===== src/rtl/melody_pkg.sv =====
// Shared types, note table and default melody for the buzzer melody sequencer.
package melody_pkg;

  localparam int HP_W    = 16;
  localparam int DUR_W   = 6;
  localparam int MEL_LEN = 32;

  typedef enum logic [2:0] {IDLE, LOAD, PLAY, GAP, CLICK, DONE} state_e;

  // One melody step: half-period in clk cycles (0 = rest), duration in ticks
  // (0 behaves as 1), and a flag marking the final step of the tune.
  typedef struct packed {
    logic [HP_W-1:0]  hp;
    logic [DUR_W-1:0] dur;
    logic             last;
  } entry_t;

  typedef entry_t [MEL_LEN-1:0] rom_t;

  // Half-periods at a 1 MHz clock.
  localparam logic [HP_W-1:0] NOTE_G4 = 16'd1275;
  localparam logic [HP_W-1:0] NOTE_A4 = 16'd1136;
  localparam logic [HP_W-1:0] NOTE_B4 = 16'd1012;
  localparam logic [HP_W-1:0] NOTE_C5 = 16'd955;
  localparam logic [HP_W-1:0] NOTE_D5 = 16'd851;
  localparam logic [HP_W-1:0] NOTE_E5 = 16'd758;
  localparam logic [HP_W-1:0] NOTE_G5 = 16'd637;
  localparam logic [HP_W-1:0] REST    = 16'd0;

  localparam int CLICK_HP_CYC   = 379;
  localparam int CLICK_TICK_CNT = 2;

  function automatic entry_t mk_note(input logic [HP_W-1:0] hp, input int dur, input logic last);
    entry_t e;
    e.hp   = hp;
    e.dur  = DUR_W'(dur);
    e.last = last;
    return e;
  endfunction

  // Short "you won" jingle; unused tail entries stay zero.
  function automatic rom_t build_rom();
    rom_t r;
    r     = '0;
    r[0]  = mk_note(NOTE_E5, 4, 1'b0);
    r[1]  = mk_note(NOTE_G5, 4, 1'b0);
    r[2]  = mk_note(NOTE_E5, 2, 1'b0);
    r[3]  = mk_note(NOTE_C5, 2, 1'b0);
    r[4]  = mk_note(NOTE_D5, 2, 1'b0);
    r[5]  = mk_note(NOTE_G4, 4, 1'b0);
    r[6]  = mk_note(REST,    2, 1'b0);
    r[7]  = mk_note(NOTE_A4, 2, 1'b0);
    r[8]  = mk_note(NOTE_B4, 2, 1'b0);
    r[9]  = mk_note(NOTE_C5, 8, 1'b1);
    return r;
  endfunction

  localparam rom_t MELODY_ROM = build_rom();

endpackage


===== src/rtl/melody_sequencer_if.sv =====
// Control/status bundle between the dice control FSM (master) and the
// melody sequencer (slave).
interface melody_sequencer_if #(
  parameter int IW = 5
) ();
  logic          start;
  logic          stop;
  logic          loop_en;
  logic          click_req;
  logic          beep;
  logic          busy;
  logic          done;
  logic [IW-1:0] note_idx;

  modport master (
    output start, stop, loop_en, click_req,
    input  beep, busy, done, note_idx
  );

  modport slave (
    input  start, stop, loop_en, click_req,
    output beep, busy, done, note_idx
  );
endinterface


===== src/rtl/melody_sequencer_tone_gen.sv =====
// Square-wave generator: beep holds each level for hp cycles while enabled.
module tone_gen
  import melody_pkg::*;
(
  input  logic            clk,
  input  logic            rst,
  input  logic            en,
  input  logic [HP_W-1:0] hp,
  output logic            beep
);

  logic [HP_W-1:0] cnt_q, cnt_d;
  logic [HP_W-1:0] hp_q, hp_d;
  logic            beep_q, beep_d;
  logic            act_q, act_d;

  // Next-state: silent when disabled or resting, restart high on enable or
  // on a new half-period, otherwise toggle after hp cycles at each level.
  always_comb begin
    cnt_d  = cnt_q;
    hp_d   = hp_q;
    beep_d = beep_q;
    act_d  = act_q;
    if (!en || hp == '0) begin
      cnt_d  = '0;
      beep_d = 1'b0;
      act_d  = 1'b0;
    end else if (!act_q || hp != hp_q) begin
      cnt_d  = '0;
      beep_d = 1'b1;
      act_d  = 1'b1;
      hp_d   = hp;
    end else if (cnt_q == hp - HP_W'(1)) begin
      cnt_d  = '0;
      beep_d = ~beep_q;
    end else begin
      cnt_d  = cnt_q + HP_W'(1);
    end
  end

  // State registers with asynchronous active-low reset.
  always_ff @(posedge clk or negedge rst) begin
    if (!rst) begin
      cnt_q  <= '0;
      hp_q   <= '0;
      beep_q <= 1'b0;
      act_q  <= 1'b0;
    end else begin
      cnt_q  <= cnt_d;
      hp_q   <= hp_d;
      beep_q <= beep_d;
      act_q  <= act_d;
    end
  end

  assign beep = beep_q;

endmodule


===== src/rtl/melody_sequencer.sv =====
// Table-driven buzzer controller: walks the note ROM, inserts a silent gap
// after every note, supports stop, looping and an idle key-click.
module melody_sequencer
  import melody_pkg::*;
#(
  parameter int               TICK_CYC    = 25000,
  parameter int               LEN         = MEL_LEN,
  parameter int               GAP_TICKS   = 1,
  parameter int               CLICK_HP    = CLICK_HP_CYC,
  parameter int               CLICK_TICKS = CLICK_TICK_CNT,
  parameter entry_t [LEN-1:0] ROM         = MELODY_ROM
) (
  input  logic               clk,
  input  logic               rst,
  melody_sequencer_if.slave  bus
);

  localparam int              IW        = (LEN > 1) ? $clog2(LEN) : 1;
  localparam int              TW        = (TICK_CYC > 1) ? $clog2(TICK_CYC) : 1;
  localparam logic [TW-1:0]   TICK_LAST = TW'(TICK_CYC - 1);
  localparam logic [IW-1:0]   IDX_LAST  = IW'(LEN - 1);
  localparam logic [7:0]      GAP_T     = 8'(GAP_TICKS);
  localparam logic [7:0]      CLICK_T   = 8'(CLICK_TICKS);
  localparam logic [HP_W-1:0] CLICK_HPV = HP_W'(CLICK_HP);

  state_e        state_q, state_d;
  logic [IW-1:0] note_idx_q, note_idx_d;
  entry_t        entry_q, entry_d;
  logic [TW-1:0] tick_q, tick_d;
  logic [7:0]    dcnt_q, dcnt_d;
  logic          busy_q, done_q;

  logic            tick_wrap;
  logic [7:0]      dur_tgt;
  logic            tone_en;
  logic [HP_W-1:0] tone_hp;

  // Next-state logic: FSM transitions plus tick/duration counting.
  always_comb begin
    state_d    = state_q;
    note_idx_d = note_idx_q;
    entry_d    = entry_q;
    tick_d     = tick_q;
    dcnt_d     = dcnt_q;
    tick_wrap  = (tick_q == TICK_LAST);
    dur_tgt    = (entry_q.dur == '0) ? 8'd1 : {2'b00, entry_q.dur};

    if (state_q == PLAY || state_q == GAP || state_q == CLICK) begin
      tick_d = tick_wrap ? '0 : tick_q + TW'(1);
      if (tick_wrap) dcnt_d = dcnt_q + 8'd1;
    end

    case (state_q)
      IDLE: begin
        if (bus.start) begin
          state_d    = LOAD;
          note_idx_d = '0;
        end else if (bus.click_req) begin
          state_d = CLICK;
          tick_d  = '0;
          dcnt_d  = '0;
        end
      end
      LOAD: begin
        entry_d = ROM[note_idx_q];
        tick_d  = '0;
        dcnt_d  = '0;
        state_d = PLAY;
      end
      PLAY: begin
        if (tick_wrap && (dcnt_q + 8'd1) == dur_tgt) begin
          state_d = GAP;
          dcnt_d  = '0;
        end
      end
      GAP: begin
        if (tick_wrap && (dcnt_q + 8'd1) == GAP_T) begin
          dcnt_d = '0;
          if (entry_q.last || note_idx_q == IDX_LAST) begin
            if (bus.loop_en) begin
              note_idx_d = '0;
              state_d    = LOAD;
            end else begin
              state_d = DONE;
            end
          end else begin
            note_idx_d = note_idx_q + IW'(1);
            state_d    = LOAD;
          end
        end
      end
      CLICK: begin
        if (tick_wrap && (dcnt_q + 8'd1) == CLICK_T) state_d = IDLE;
      end
      DONE: begin
        state_d    = IDLE;
        note_idx_d = '0;
      end
      default: state_d = IDLE;
    endcase

    // stop overrides everything, including a same-cycle start.
    if (bus.stop) begin
      state_d    = IDLE;
      note_idx_d = '0;
    end

    if (state_d == IDLE) begin
      tick_d = '0;
      dcnt_d = '0;
    end
  end

  // Tone is driven from the next state so beep starts and stops on the same
  // edge as the state change rather than one cycle late.
  always_comb begin
    tone_en = (state_d == PLAY) || (state_d == CLICK);
    tone_hp = (state_d == CLICK) ? CLICK_HPV : entry_d.hp;
  end

  // State and registered outputs with asynchronous active-low reset.
  always_ff @(posedge clk or negedge rst) begin
    if (!rst) begin
      state_q    <= IDLE;
      note_idx_q <= '0;
      entry_q    <= '0;
      tick_q     <= '0;
      dcnt_q     <= '0;
      busy_q     <= 1'b0;
      done_q     <= 1'b0;
    end else begin
      state_q    <= state_d;
      note_idx_q <= note_idx_d;
      entry_q    <= entry_d;
      tick_q     <= tick_d;
      dcnt_q     <= dcnt_d;
      busy_q     <= (state_d != IDLE);
      done_q     <= (state_d == DONE);
    end
  end

  tone_gen u_tone (
    .clk  (clk),
    .rst  (rst),
    .en   (tone_en),
    .hp   (tone_hp),
    .beep (bus.beep)
  );

  assign bus.busy     = busy_q;
  assign bus.done     = done_q;
  assign bus.note_idx = note_idx_q;

endmodule

===== src/flat_wrapper.sv =====
// flat-port wrapper written by rule: the top's interface ports become plain ports
module melody_sequencer_flat import melody_pkg::*;
#(
  parameter int               TICK_CYC    = 25000,
  parameter int               LEN         = MEL_LEN,
  parameter int               GAP_TICKS   = 1,
  parameter int               CLICK_HP    = CLICK_HP_CYC,
  parameter int               CLICK_TICKS = CLICK_TICK_CNT,
  parameter entry_t [LEN-1:0] ROM         = MELODY_ROM
)
  (clk, rst, bus_start, bus_stop, bus_loop_en, bus_click_req, bus_beep, bus_busy, bus_done, bus_note_idx);
  melody_sequencer_if bus_i ();
  input  logic clk;
  input  logic rst;
  input wire logic [$bits(bus_i.start)-1:0] bus_start;
  input wire logic [$bits(bus_i.stop)-1:0] bus_stop;
  input wire logic [$bits(bus_i.loop_en)-1:0] bus_loop_en;
  input wire logic [$bits(bus_i.click_req)-1:0] bus_click_req;
  output wire logic [$bits(bus_i.beep)-1:0] bus_beep;
  output wire logic [$bits(bus_i.busy)-1:0] bus_busy;
  output wire logic [$bits(bus_i.done)-1:0] bus_done;
  output wire logic [$bits(bus_i.note_idx)-1:0] bus_note_idx;
  assign bus_i.start = bus_start;
  assign bus_i.stop = bus_stop;
  assign bus_i.loop_en = bus_loop_en;
  assign bus_i.click_req = bus_click_req;
  assign bus_beep = bus_i.beep;
  assign bus_busy = bus_i.busy;
  assign bus_done = bus_i.done;
  assign bus_note_idx = bus_i.note_idx;
  melody_sequencer #(.TICK_CYC(TICK_CYC), .LEN(LEN), .GAP_TICKS(GAP_TICKS), .CLICK_HP(CLICK_HP), .CLICK_TICKS(CLICK_TICKS), .ROM(ROM)) u_core (.clk(clk), .rst(rst), .bus(bus_i));
endmodule

===== config.mk =====
export PLATFORM = sky130hd
export DESIGN_NAME = melody_sequencer_flat
export DESIGN_NICKNAME = d
export VERILOG_FILES = /design/src/rtl/melody_pkg.sv /design/src/rtl/melody_sequencer_if.sv /design/src/rtl/melody_sequencer_tone_gen.sv /design/src/rtl/melody_sequencer.sv /design/src/flat_wrapper.sv
export SDC_FILE = /design/constraint.sdc
export NUM_CORES = 1
export LEC_CHECK = 0
export ABC_CLOCK_PERIOD_IN_PS = 4800
export CAP_MARGIN = 20
export CORE_MARGIN = 3
export CORE_UTILIZATION = 57
export DETAILED_ROUTE_END_ITERATION = 6
export GPL_ROUTABILITY_DRIVEN = 1
export HOLD_SLACK_MARGIN = 0.06
export PLACE_DENSITY = 0.8
export SLEW_MARGIN = 20
export SYNTH_ARGS = -nofsm -noshare
export SYNTH_HDL_FRONTEND = slang
export SYNTH_SLANG_ARGS = --single-unit
export TNS_END_PERCENT = 30

===== constraint.sdc =====
create_clock -name clk -period 4.8 [get_ports clk]
set_input_delay 0.72 -clock clk [delete_from_list [all_inputs] [get_ports clk]]
set_output_delay 0.72 -clock clk [all_outputs]
set_load 0.03 [all_outputs]

==> key figures, run 1 <==
Floorplanning
  – Die height: 108 um
  – Core box area: approximately 9900 um^2
  – Initial Utilization: 59.5%
  – Die Wd: between 100 and 150 um
  – IO Count: 14
  – Row count: 36
  – Die ar.: 11600 um^2

Worst setup path
  – Worst R2R Start: u_core.tick_q[6]$_DFF_PN0_
  – Capture point of the worst path: u_core.u_tone.cnt_q[6]$_DFF_PN0_
  – CP bufs+invs: 1
  – Worst Reg2Reg Path Length in Cells: 14
  – Worst R2R Setup Slack: 0.33 ns
  – CP endpoint kind: flip-flop
  – CP max stage delay: between 0.6 and 0.7 ns
  – Crit path arrival time: around 4.7 ns
  – CP startpoint: u_core.tick_q[6]$_DFF_PN0_
  – Critical path's top delay family: simple AND/OR/NAND/NOR gates
  – Reg2reg end: u_core.u_tone.cnt_q[6]$_DFF_PN0_
  – WS Path Type: reg2reg
  – Worst Path Required: about 5.1 ns
  – Critical Path Stages: 14
  – CP Max Fanout: 16
  – Startpoint type of the worst setup path: flip-flop
  – CP cell instances: or4b_1, nor4_4, o211ai_2, o31a_1, nor2_1, ha_1, o311ai_1, nor4_4, o21ai_1, o31a_1, or4_4, o211ai_4, buf_12, nor2_1
  – Crit-path slowest cell: or4b_1

Global route
  – Met3 usage: approximately 6%
  – Busiest grt layer: met2
  – GR Util met1: around a third
  – Initial antenna violation count: 0
  – Total GRT Usage: 25.7%
  – Global-route wire length before repair: around 24000 um
  – Largest net degree at the start of global routing: between 80 and 90
  – Met2 Track Usage GR: just over 40%
  – Congestion Overflow GR: 0
  – Number of global-route vias before repair: 4942

CTS
  – CTS tree: built
  – H-tree depth: 3
  – CTS Sinks: between 80 and 90
  – Clock Pin Slew Worst Setup and Hold Paths: ~0.090 ns
  – CTS max path bufs: 2
  – Worst skew pair latency: a little under 0.4 ns
  – Hold_buf cts: 0
  – Clock root buffer: clkbuf_8
  – CTS buffer count: 9

Cells and area
  – Filler Cell Count: between 800 and 900
  – Finished Core Util: between 60% and 70%
  – Fraction of layout cells with a size suffix above 1: 9.99%
  – P&R area growth vs syn: 8.38%
  – Register area: 2150 um^2
  – Area of the multi-input gates: approximately 3500 um^2
  – Design Area, Final: about 6400 um^2
  – Diode count: 0
  – Nets: around 700

Logic synthesis
  – Post-Synthesis Cells: between 600 and 700
  – Synth cell types: 80
  – Synth Area per Inst: roughly 8.6 um^2
  – Mapped Nets: 703
  – Sequential-to-total area share from yosys stat: a little over a third
  – Post-synth EDFFs: 0
  – Syn Std Cell Area: 5900 um^2
  – Synth warnings: 0
  – Async SR Flop Fraction: 100%
  – FF+latch count, synth: 86
  – Top_reg_cell synth: dfrtp_1

Detailed routing
  – Vias: ~5200
  – DR WL/cell: about 17 um
  – Drt initial violations: around 490
  – Via density per instance: around 6.3
  – Final WL: around 14000 um
  – ANT nets after route: 0
  – DRC: 0
  – First-pass detailed-route iteration total: 5

Timing
  – Final hold vios: 0
  – # setup viols final: 0
  – Final period util: around 93%
  – Max-slew headroom: a little under a third
  – Fin Clk Skew: around 0.014 ns
  – Final setup TNS: 0 ns
  – FMAX: ~220 MHz
  – Final setup margin: between 0.3 and 0.4 ns
  – Final Critical Period: about 4.5 ns
  – Max Transition Viols Final: 0
  – RSZ-0062 raised after global routing: no
  – Slew @ Worst Pin: between 1 and 1.5 ns

Power and ir drop
  – Int Pwr: ~1.3 mW
  – Clock share of power: between 30 and 40%
  – Sw Share: between 30% and 40%
  – LEAKAGE: 2.63 nW
  – Switch Pwr: about 0.57 mW
  – Power per cell area: around 290 nW/um^2
  – Peak supply drop: about 0.0002 V
  – PnR Total Power: around 1.8 mW
  – Seq pwr share: 46.4%
  – Combinational power share: between 20% and 30%

Hold path
  – Hold crit path type: in2async

Status
  – Status: finished clean

Placement
  – Cell Area, Placed: 6140 um^2
  – Gpl congestion: approximately 1
  – I/O Buffers: 13
  – Dpl ws: 0.100 ns
  – Dpl hpwl: around 10000 um

Run
  – Max cap viols: 0
[state kept, by name, summed over array words and instances, names as in the netlist]
name	cells
u_core.entry_q	19
u_core.u_tone.cnt_q	16
u_core.u_tone.hp_q	16
u_core.tick_q	15
u_core.dcnt_q	8
u_core.bus.note_idx	5
u_core.state_q	3
u_core.bus.busy	1
u_core.bus.done	1
u_core.u_tone.act_q	1
u_core.u_tone.beep	1
[routing by layer]
layer,vias to the layer above,wire length (um)
li1,2453,-
met1,2520,6250
met2,194,6620
met3,26,924
met4,0,311
met5,-,0
[cell usage in the layout (no fill, tap or decap), drive strengths merged, types with 4 or more instances in the layout]
cell,instances
o211ai,9
or2,8
xor2,24
nor3,19
or3,8
o41ai,5
nand4,11
nor2,91
o22ai,6
dfrtp,86
o21ai,21
ha,13
clkbuf,11
inv,37
nand2,57
nor2b,9
buf,16
nand2b,7
o2111ai,4
xnor2,35
mux2,13
a21oi,27
o31a,4
clkdlybuf4s50,12
a211oi,4
mux2i,11
nand3,29
o21a,7
o31ai,4
and3,7
nor4,16
a31oi,6
[Yosys cell counts, types with 8 or more instances]
library cell / number / share of area, %
a21oi_1: 26 / 2.2
buf_2: 12 / 1.0
clkbuf_1: 20 / 1.3
dfrtp_1: 86 / 36
ha_1: 13 / 2.8
inv_1: 36 / 2.3
mux2_2: 13 / 2.5
mux2i_1: 11 / 1.9
nand2_1: 57 / 3.6
nand3_1: 29 / 2.5
nand4_1: 11 / 1.2
nor2_1: 91 / 5.8
nor2b_1: 9 / 0.95
nor3_1: 19 / 1.6
nor4_1: 14 / 1.5
o21ai_0: 18 / 1.5
or2_2: 8 / 0.85
or3_1: 8 / 0.85
xnor2_1: 35 / 5.2
xor2_1: 24 / 3.6
[power groups by stage]
stage | logic [mW] | clock network (mW) | registers, mW
2_1_floorplan | 0.284 | 0 | 0.843
3_5_place_dp | 0.385 | 0 | 0.858
5_1_grt | 0.432 | 0.620 | 0.856
6_report | 0.393 | 0.584 | 0.847
3_3_place_gp | 0.379 | 0 | 0.854
4_1_cts | 0.386 | 0.597 | 0.845
[metrics by stage]
stage	cells	hold WS (ns)
after floorplan	684	0.424
after global placement	807	0.529
after detailed placement	807	0.547
after CTS	823	0.568
after global routing	824	0.445
final	824	0.370
[worst min-delay path by stage]
stage,startpoint,end,cells after the start
finish,rst,u_core.bus.done$_DFF_PN0_,1
detailed placement,u_core.u_tone.hp_q[6]$_DFFE_PN0P_,u_core.u_tone.hp_q[6]$_DFFE_PN0P_,1
floorplan,rst,u_core.bus.busy$_DFF_PN0_,0
global placement,u_core.u_tone.hp_q[6]$_DFFE_PN0P_,u_core.u_tone.hp_q[6]$_DFFE_PN0P_,1
global route,rst,u_core.tick_q[10]$_DFF_PN0_,1
CTS,u_core.u_tone.hp_q[6]$_DFFE_PN0P_,u_core.u_tone.hp_q[6]$_DFFE_PN0P_,1
[area by class of cell]
| cell class | instances | area share [%] |
|---|---|---|
| Multi-Input combinational cell | 525 | 54.1 |
| Tap cell | 133 | 2.60 |
| Clock inverter | 5 | 1.27 |
| Sequential cell | 86 | 33.7 |
| Inverter | 36 | 2.11 |
| Timing Repair Buffer | 28 | 4.01 |
| Clock buffer | 11 | 2.21 |
[cells by family (layout without fill, tap and decap cells)]
group,after synthesis,in the layout,synth area share [%]
buffers and inverters,73,80,5.09
xor gates and xnor gates,59,59,8.76
adders and majority gates,13,13,2.76
DFF,86,86,36.5
AOI/OAI and AO/OA,138,138,17.1
muxes,24,24,4.35
and+or+nand+nor,291,291,25.4
[timing repair]
action	CTS	global route
resized for setup	0	1
setup endpoints to repair	0	16
setup buffers	0	1
(Power assumes the default switching activity.)
==> run 2: changes to the inputs <==
- CORE_UTILIZATION: 57 -> 55
- PLACE_DENSITY: 0.8 -> 0.78
==> run 2 against run 1 <==
Against the previous run:
- register-to-register slack better by 0.05 ns
- sequential power hardly changed
- die area is 3.4% higher
- final area is 0.22% lower
- maximum frequency is 1.1% higher
- global-route usage is 0.70 points lower
- via count is 0.15% higher
- power is 1.0% lower
==> key figures, run 2 (synthesized netlist as in run 1, its figures left out) <==
Global route
  – GR Util met1: between 30% and 40%
  – Largest net degree at the start of global routing: 55
  – Number of global-route vias before repair: slightly below 5000
  – Global-route wire length before repair: around 24000 um
  – Initial antenna violation count: 0
  – Met3 usage: around 5%
  – Total GRT Usage: between 20% and 30%
  – Met2 Track Usage GR: 39.4%
  – Congestion Overflow GR: 0
  – Busiest grt layer: met2

CTS
  – Post-CTS setup buffers: 0
  – PostCTS Resize Cnt: 0
  – Worst skew pair latency: 0.37 ns
  – Hold_buf cts: 0
  – Clock root buffer: clkbuf_8
  – CTS Sinks: 86
  – Clock Pin Slew Worst Setup and Hold Paths: about 0.09 ns
  – CTS tree: built
  – CTS buffer count: 9
  – CTS max path bufs: 2
  – H-tree depth: 3

Timing
  – Final setup TNS: 0 ns
  – Final period util: between 90 and 100%
  – Fin Hold WS: between 0.3 and 0.4 ns
  – # setup viols final: 0
  – Slew @ Worst Pin: roughly 0.96 ns
  – FMAX: 226 MHz
  – RSZ-0062 raised after global routing: no
  – Final Critical Period: about 4.4 ns
  – Max Transition Viols Final: 0
  – Final hold vios: 0
  – Fin Clk Skew: roughly 0.017 ns
  – Max-slew headroom: about 35%

Floorplanning
  – Die Wd: about 110 um
  – IO Count: 14
  – Die height: 110 um
  – Die ar.: ~12000 um^2
  – Core box area: 10400 um^2
  – Initial Utilization: between 50% and 60%
  – Row count: 37

Cells and area
  – Reg with most FFs: u_core.entry_q
  – Design Area, Final: ~6400 um^2
  – Finished Layout Cells: just over 800
  – Max reg flops: 19
  – Filler Cell Count: between 800 and 900
  – Commonest non-fill, non-tap cell in the layout: nor2_1
  – Diode count: 0
  – Top Registers: u_core.entry_q (19), u_core.u_tone.cnt_q (16), u_core.u_tone.hp_q (16)
  – Commonest cells after routing, fill and taps aside: nor2_1, dfrtp_1, nand2_1
  – Fraction of layout cells with a size suffix above 1: around a tenth
  – P&R area growth vs syn: 8.15%
  – Nets: 707

Detailed routing
  – DR WL/cell: around 17 um
  – DRC: 0
  – First-pass detailed-route iteration total: 5
  – Drt initial violations: around 520
  – ANT nets after route: 0
  – Via density per instance: between 6 and 7
  – Vias: ~5200
  – Final WL: about 14000 um

Placement
  – Dpl hpwl: approximately 10000 um
  – I/O Buffers: 13
  – Dpl cells: between 800 and 900
  – Cell Area, Placed: 6160 um^2
  – Gpl congestion: 0.948

Worst setup path
  – Worst R2R Start: u_core.tick_q[6]$_DFF_PN0_
  – WS Path Type: reg2reg
  – Crit path arrival time: 4.66 ns
  – CP Max Fanout: 16
  – Worst R2R Setup Slack: ~0.38 ns
  – Worst Path Required: roughly 5.0 ns
  – CP endpoint kind: flip-flop
  – Startpoint type of the worst setup path: flip-flop
  – Worst Reg2Reg Path Length in Cells: 13
  – Reg2reg end: u_core.u_tone.cnt_q[4]$_DFF_PN0_

Power and ir drop
  – LEAKAGE: ~2.6 nW
  – Power per cell area: 283 nW/um^2
  – PnR Total Power: between 1.5 and 2 mW
  – Peak supply drop: 0.000138 V

Run
  – Max cap viols: 0

Hold path
  – Hold crit path type: in2async

Status
  – Status: finished clean
[run 2: critical path, stage by stage, from the launching register on]
cell and delay, ns:
dfrtp_1 0.46, or4b_1 0.60, nor4_4 0.19, o211ai_2 0.18, o31a_1 0.33, nor2_1 0.18
ha_1 0.26, o311ai_1 0.26, nor4_4 0.33, o21ai_1 0.13, o31a_1 0.31, or4_4 0.55
o211ai_4 0.40, nor2_1 0.11
[run 2: layer usage]
metal,vias up,wire [um]
li1,2455,-
met5,-,0
met1,2525,6330
met2,186,6670
met4,0,376
met3,35,794
[run 2: final cells by class]
cell class                 count  area (um^2)  area share [%]
clock buffer                  11          131            2.06
clock inverter                 5         83.8            1.31
inverter                      36          135            2.12
multi-input combinational    525         3450            54.1
sequential                    86         2150            33.7
tap                          136          170            2.67
timing repair buffer          30          255            4.00
[run 2: worst max path at each step]
stage                                     from                               end  slack, ns  cells past startpoint
floorplan           u_core.tick_q[6]$_DFF_PN0_  u_core.u_tone.cnt_q[6]$_DFF_PN0_       0.35                     17
global placement                     bus_start  u_core.u_tone.cnt_q[3]$_DFF_PN0_       0.34                     16
detailed placement                   bus_start  u_core.u_tone.cnt_q[4]$_DFF_PN0_       0.13                     16
CTS                 u_core.tick_q[6]$_DFF_PN0_  u_core.u_tone.cnt_q[4]$_DFF_PN0_       0.35                     13
global route        u_core.tick_q[6]$_DFF_PN0_  u_core.u_tone.cnt_q[2]$_DFF_PN0_       0.09                     13
finish              u_core.tick_q[6]$_DFF_PN0_  u_core.u_tone.cnt_q[4]$_DFF_PN0_       0.38                     13
[run 2: per-stage QoR]
stage | utilization, % | worst slack, ns
global route | 61.5 | 0.0855
CTS | 61.5 | 0.349
detailed placement | 59.4 | 0.135
global placement | 59.4 | 0.343
floorplan | - | 0.347
finish | 61.5 | 0.377
[run 2: power by group]
group | total, mW | internal, mW | switching, mW
clock network | 0.571 | 0.295 | 0.276
logic | 0.390 | 0.162 | 0.228
registers | 0.844 | 0.784 | 0.0601
total | 1.80 | 1.24 | 0.564
==> run 3: changes to the inputs <==
- CTS_CLUSTER_DIAMETER: unset -> 50
==> results of run 3 <==
No change in the layout: final DEF, timing and power equal those of run 2.
